[config.mk]
export PLATFORM = sky130hd
export DESIGN_NAME = iobuf_bus_ctrl
export DESIGN_NICKNAME = d
export VERILOG_FILES = /design/src/rtl/iobuf_bus_ctrl.sv
export SDC_FILE = /design/constraint.sdc
export NUM_CORES = 1
export LEC_CHECK = 0
export CAP_MARGIN = 20
export CORE_MARGIN = 2
export CORE_UTILIZATION = 30
export CTS_CLUSTER_SIZE = 16
export DETAILED_ROUTE_END_ITERATION = 6
export PLACE_DENSITY = 0.59
export SLEW_MARGIN = 20
export SYNTH_ARGS = -nofsm -noshare
export SYNTH_HDL_FRONTEND = slang
export SYNTH_SLANG_ARGS = --single-unit
export TNS_END_PERCENT = 10
[constraint.sdc]
create_clock -name CLK -period 4.3 [get_ports CLK]
set_clock_uncertainty 0.15 [all_clocks]
set_input_delay 0.43 -clock CLK [delete_from_list [all_inputs] [get_ports CLK]]
set_output_delay 0.43 -clock CLK [all_outputs]
set_load 0.05 [all_outputs]
[src/rtl/iobuf_bus_ctrl.sv]
`default_nettype none
// ============================================================================
// Module   : iobuf_bus_ctrl
// Brief    : Arbitrating sequencer for a bidirectional IOBUF pad bus with
//            turnaround and read sample-wait enforcement.
// Revision : 1.0 - initial release
// ============================================================================
module iobuf_bus_ctrl #(
  parameter int WIDTH   = 8,
  parameter int TURN    = 2,
  parameter int RD_WAIT = 1
) (
  input  logic             CLK,
  input  logic             CLR_N,
  input  logic             WR_REQ,
  input  logic [WIDTH-1:0] WR_DATA,
  output logic             WR_ACK,
  input  logic             RD_REQ,
  output logic [WIDTH-1:0] RD_DATA,
  output logic             RD_VLD,
  output logic [WIDTH-1:0] PAD_I,
  output logic             PAD_T,
  input  logic [WIDTH-1:0] PAD_O,
  output logic             BUSY
);

  localparam int c_CNT_MAX = (TURN > RD_WAIT) ? TURN : RD_WAIT;
  localparam int c_CW      = (c_CNT_MAX > 2) ? $clog2(c_CNT_MAX) : 1;
  localparam logic [c_CW-1:0] c_TURN_LD  = c_CW'(TURN - 1);
  localparam logic [c_CW-1:0] c_RWAIT_LD = c_CW'(RD_WAIT - 1);
  localparam logic [c_CW-1:0] c_ONE      = c_CW'(1);
  localparam logic [c_CW-1:0] c_ZERO     = '0;

  typedef enum logic [1:0] {
    S_IDLE  = 2'd0,
    S_DRIVE = 2'd1,
    S_RWAIT = 2'd2,
    S_TURN  = 2'd3
  } state_t;

  state_t            state_q, state_d;
  logic [c_CW-1:0]   cnt_q, cnt_d;
  logic              last_q, last_d;
  logic [WIDTH-1:0]  pad_i_q, pad_i_d;
  logic [WIDTH-1:0]  rd_data_q, rd_data_d;
  logic              rd_vld_q, rd_vld_d;
  logic              pad_t_q;
  logic              busy_q;
  logic              w_ack;
  logic              w_grant_wr;
  logic              w_grant_rd;

  // last_q = 1 means the write side won the previous grant.
  assign w_grant_wr = WR_REQ & (~RD_REQ | ~last_q);
  assign w_grant_rd = RD_REQ & (~WR_REQ |  last_q);

  always_comb begin
    state_d   = state_q;
    cnt_d     = cnt_q;
    last_d    = last_q;
    pad_i_d   = pad_i_q;
    rd_data_d = rd_data_q;
    rd_vld_d  = 1'b0;
    w_ack     = 1'b0;
    case (state_q)
      S_IDLE: begin
        if (w_grant_wr) begin
          w_ack   = 1'b1;
          pad_i_d = WR_DATA;
          state_d = S_DRIVE;
          last_d  = 1'b1;
        end else if (w_grant_rd) begin
          state_d = S_RWAIT;
          cnt_d   = c_RWAIT_LD;
          last_d  = 1'b0;
        end
      end
      S_DRIVE: begin
        // A pending read closes the burst after the word on the pad.
        w_ack = ~RD_REQ;
        if (WR_REQ && !RD_REQ) begin
          pad_i_d = WR_DATA;
        end else begin
          state_d = S_TURN;
          cnt_d   = c_TURN_LD;
        end
      end
      S_RWAIT: begin
        if (cnt_q == c_ZERO) begin
          rd_data_d = PAD_O;
          rd_vld_d  = 1'b1;
          state_d   = S_TURN;
          cnt_d     = c_TURN_LD;
        end else begin
          cnt_d = cnt_q - c_ONE;
        end
      end
      S_TURN: begin
        if (cnt_q == c_ZERO) begin
          state_d = S_IDLE;
        end else begin
          cnt_d = cnt_q - c_ONE;
        end
      end
      default: begin
        state_d = S_IDLE;
        cnt_d   = c_ZERO;
      end
    endcase
  end

  always_ff @(posedge CLK or negedge CLR_N) begin
    if (!CLR_N) begin
      state_q   <= S_IDLE;
      cnt_q     <= c_ZERO;
      last_q    <= 1'b0;
      pad_i_q   <= '0;
      rd_data_q <= '0;
      rd_vld_q  <= 1'b0;
      pad_t_q   <= 1'b1;
      busy_q    <= 1'b0;
    end else begin
      state_q   <= state_d;
      cnt_q     <= cnt_d;
      last_q    <= last_d;
      pad_i_q   <= pad_i_d;
      rd_data_q <= rd_data_d;
      rd_vld_q  <= rd_vld_d;
      pad_t_q   <= (state_d != S_DRIVE);
      busy_q    <= (state_d != S_IDLE);
    end
  end

  // Ready is combinational, so it is forced low while reset is asserted.
  assign WR_ACK  = w_ack & CLR_N;
  assign RD_DATA = rd_data_q;
  assign RD_VLD  = rd_vld_q;
  assign PAD_I   = pad_i_q;
  assign PAD_T   = pad_t_q;
  assign BUSY    = busy_q;

endmodule
`default_nettype wire

==> out/qor.yml <==
area_delta_synth_final_pct: 48.1
synthCells: 65
dieHeight_um: 60.3
final_common_cell: "clkdlybuf4s50_1"
setup_viol: 0
placed_area_mm2: 0.00138
layout_setup_ws_ns: 1.41
synth_top_area_cell: "dfrtp_1"
status: "finished, final reports clean"
hold_path_class: "primary input to asynchronous set/reset pin"
ys_seq_area_share_pct: 60.7
wl_met1_um: 819
holdBufCountCts: 0
p_leak_nw: 0.603
pin_count: 40
timing_worst_setup_path_type: "primary input to output pin"
cts_resized: 0
grt_pass1_wl_mm: 2.83
max_freq_ghz: 0.346
antenna_found_initial: 0
highest_layer: "met4"
path_clk_slew_ns: 0.12
rsz0062_at_grt: "no"
drv_cap: 0
dieArea_mm2: 0.00363
synthDistinctLibCells: 22
period_needed_ns: 2.89
wl_met3_um: 163
crit_path_max_incr_delay_ns: 0.82
first_pass_iters: 4
cp.arrival_ns: 2.31
row_count: 20
total_power_mw: 1.22
ys_ff_latch: 23
layout-drive-gt1-share_pct: 22.6
grt_pass1_vias: 676
rr_startpoint: "state_q[0]"
synth_area_leaders: "dfrtp_1 58%, mux2_4 13%, mux2_2 9.5%"
synthesis.nets: 85
layout.nets: 127
cp_cell_sequence: "clkdlybuf4s50_1, buf_4, o21ai_0, nor3_1, clkdlybuf4s50_1"
post-cts-setup-buffers: 0
grt-ovfl-total: 0
period_share_pct: 67.2
nFillCells: 284
intPower_uw: 662
switching_power_uw: 560
cts_made_buffers: 3
crit_top_cell: "clkdlybuf4s50_1"
cts_tree: "yes"
timing_hold_violations_final: 0
io_buffers: 39
avgSynthCellArea_um2: 14.6
ant_nets: 0
die_w_um: 60.3
grt_max_degree: 25
combPwrFrac_pct: 60.1
place_congestion: 0.684
start_util_pct: 31.4
peakVddDrop_mv: 0.308
syn-cell-area_um2: 950
maxSlewViolCount: 0
wl_per_cell_um: 12.0
critPathLaunch: "CLR_N"
place_ws_ns: 1.38
coreArea_mm2: 0.00303
power_density_mw_per_mm2: 869
clockPowerShare_pct: 7.7
slowest_stage: "clkdlybuf4s50_1"
dp_hpwl_mm: 1.34
worstSkewPairLatency_ns: 0.30
drc_errors: 0
cts-root-buf: "clkbuf_4"
cp_top_family: "buffers and inverters"
crit_required_ns: 3.72
via_count: 655
power_frac_seq_pct: 32.2
drt_first_iter_violations: 9
yosys_warnings: 0
vias_per_cell: 4.37
final_util_pct: 46.4
cts.sinks: 23
crit_buf_inv: 3
max-slew-margin-rel_pct: 52.9
wl_met2_um: 787
wl_mm: 1.80
tns_ns: 0
crit_fanout: 24
final_cell_mix: "39 x clkdlybuf4s50_1, 22 x dfrtp_1, 8 x mux2_2, 8 x mux2_4"
antennaDiodeCount: 0
tightest_slew_ns: 0.704
switching_share_pct: 45.8
cp-end-kind: "output pin"
critPathLaunchType: "primary input"
synth_top_area_share_pct: 58.0
grt_use_total_pct: 10.9
stdcell_area_mm2: 0.00141
cts-htree-levels: 1
max-clock-path-buffers: 2
[per-layer routing]
metal / vias to the layer above / track usage, %
met1: 305 / 12.5
met3: 2 / 2.60
met2: 34 / 18.0
li1: 314 / -
met4: 0 / 6.67
met5: - / 0
[metrics by stage]
stage | hold WS [ns] | std cells
after global placement | 0.339 | 146
after detailed placement | 0.341 | 146
final | 0.339 | 150
after global routing | 0.329 | 150
after CTS | 0.334 | 150
after floorplan | -0.0156 | 65
[state kept, by name, indices dropped and copies added, names as in the netlist]
name,cells
BUSY,1
PAD_I,8
PAD_T,1
RD_DATA,8
RD_VLD,1
cnt_q,1
last_q,1
state_q,2
[worst paths after layout]
path	end	cells past startpoint	slack, ns
max	WR_ACK	5	1.41
min	RD_DATA[2]	2	0.34
max reg2reg	PAD_I[2]	3	2.42
min reg2reg	PAD_I[5]	1	0.37
max in group asynchronous	PAD_T	2	3.38
min in group CLK	PAD_I[5]	1	0.37
[power groups by stage]
stage / logic (mW) / registers, mW / clock network, mW
floorplan: 0.220 / 0.693 / 0
global placement: 0.738 / 0.395 / 0
detailed placement: 0.741 / 0.398 / 0
CTS: 0.742 / 0.396 / 0.101
global route: 0.770 / 0.409 / 0.111
finish: 0.735 / 0.394 / 0.0938
[synthesized netlist by cell type]
| library cell | number |
|---|---|
| dfstp_2 | 1 |
| nor3b_1 | 1 |
| or3_1 | 1 |
| a21boi_0 | 1 |
| nor3_1 | 1 |
| nand3b_1 | 1 |
| buf_6 | 2 |
| inv_1 | 2 |
| a31o_2 | 2 |
| nand2_1 | 2 |
| a22oi_1 | 1 |
| xor2_1 | 1 |
| nor2_1 | 2 |
| a31oi_1 | 1 |
| nand2b_1 | 1 |
| dfrtp_1 | 22 |
| mux2_4 | 8 |
| mux2_2 | 8 |
| o21a_1 | 1 |
| buf_2 | 1 |
| o21ai_0 | 3 |
| a21oi_1 | 2 |
[cells by family (layout without fill, tap and decap cells)]
kind of cell / after synthesis / after routing / synth area share (%)
flip-flops: 23 / 23 / 60.7
multiplexers: 16 / 16 / 22.1
AO/OA/AOI/OAI: 11 / 11 / 7.51
AND/OR/NAND/NOR: 9 / 9 / 5.01
buffers and inverters: 5 / 46 / 3.69
XOR/XNOR: 1 / 1 / 0.922
[cell type report]
class	count	area, um2	share of cell area, %
Multi-Input combinational cell	37	343	24.4
Clock buffer	4	26.3	1.87
Inverter	2	7.51	0.534
Sequential cell	23	577	41.0
Timing Repair Buffer	40	398	28.3
Tap cell	44	55.1	3.91
No activity file was read; power rests on OpenSTA's default activity.
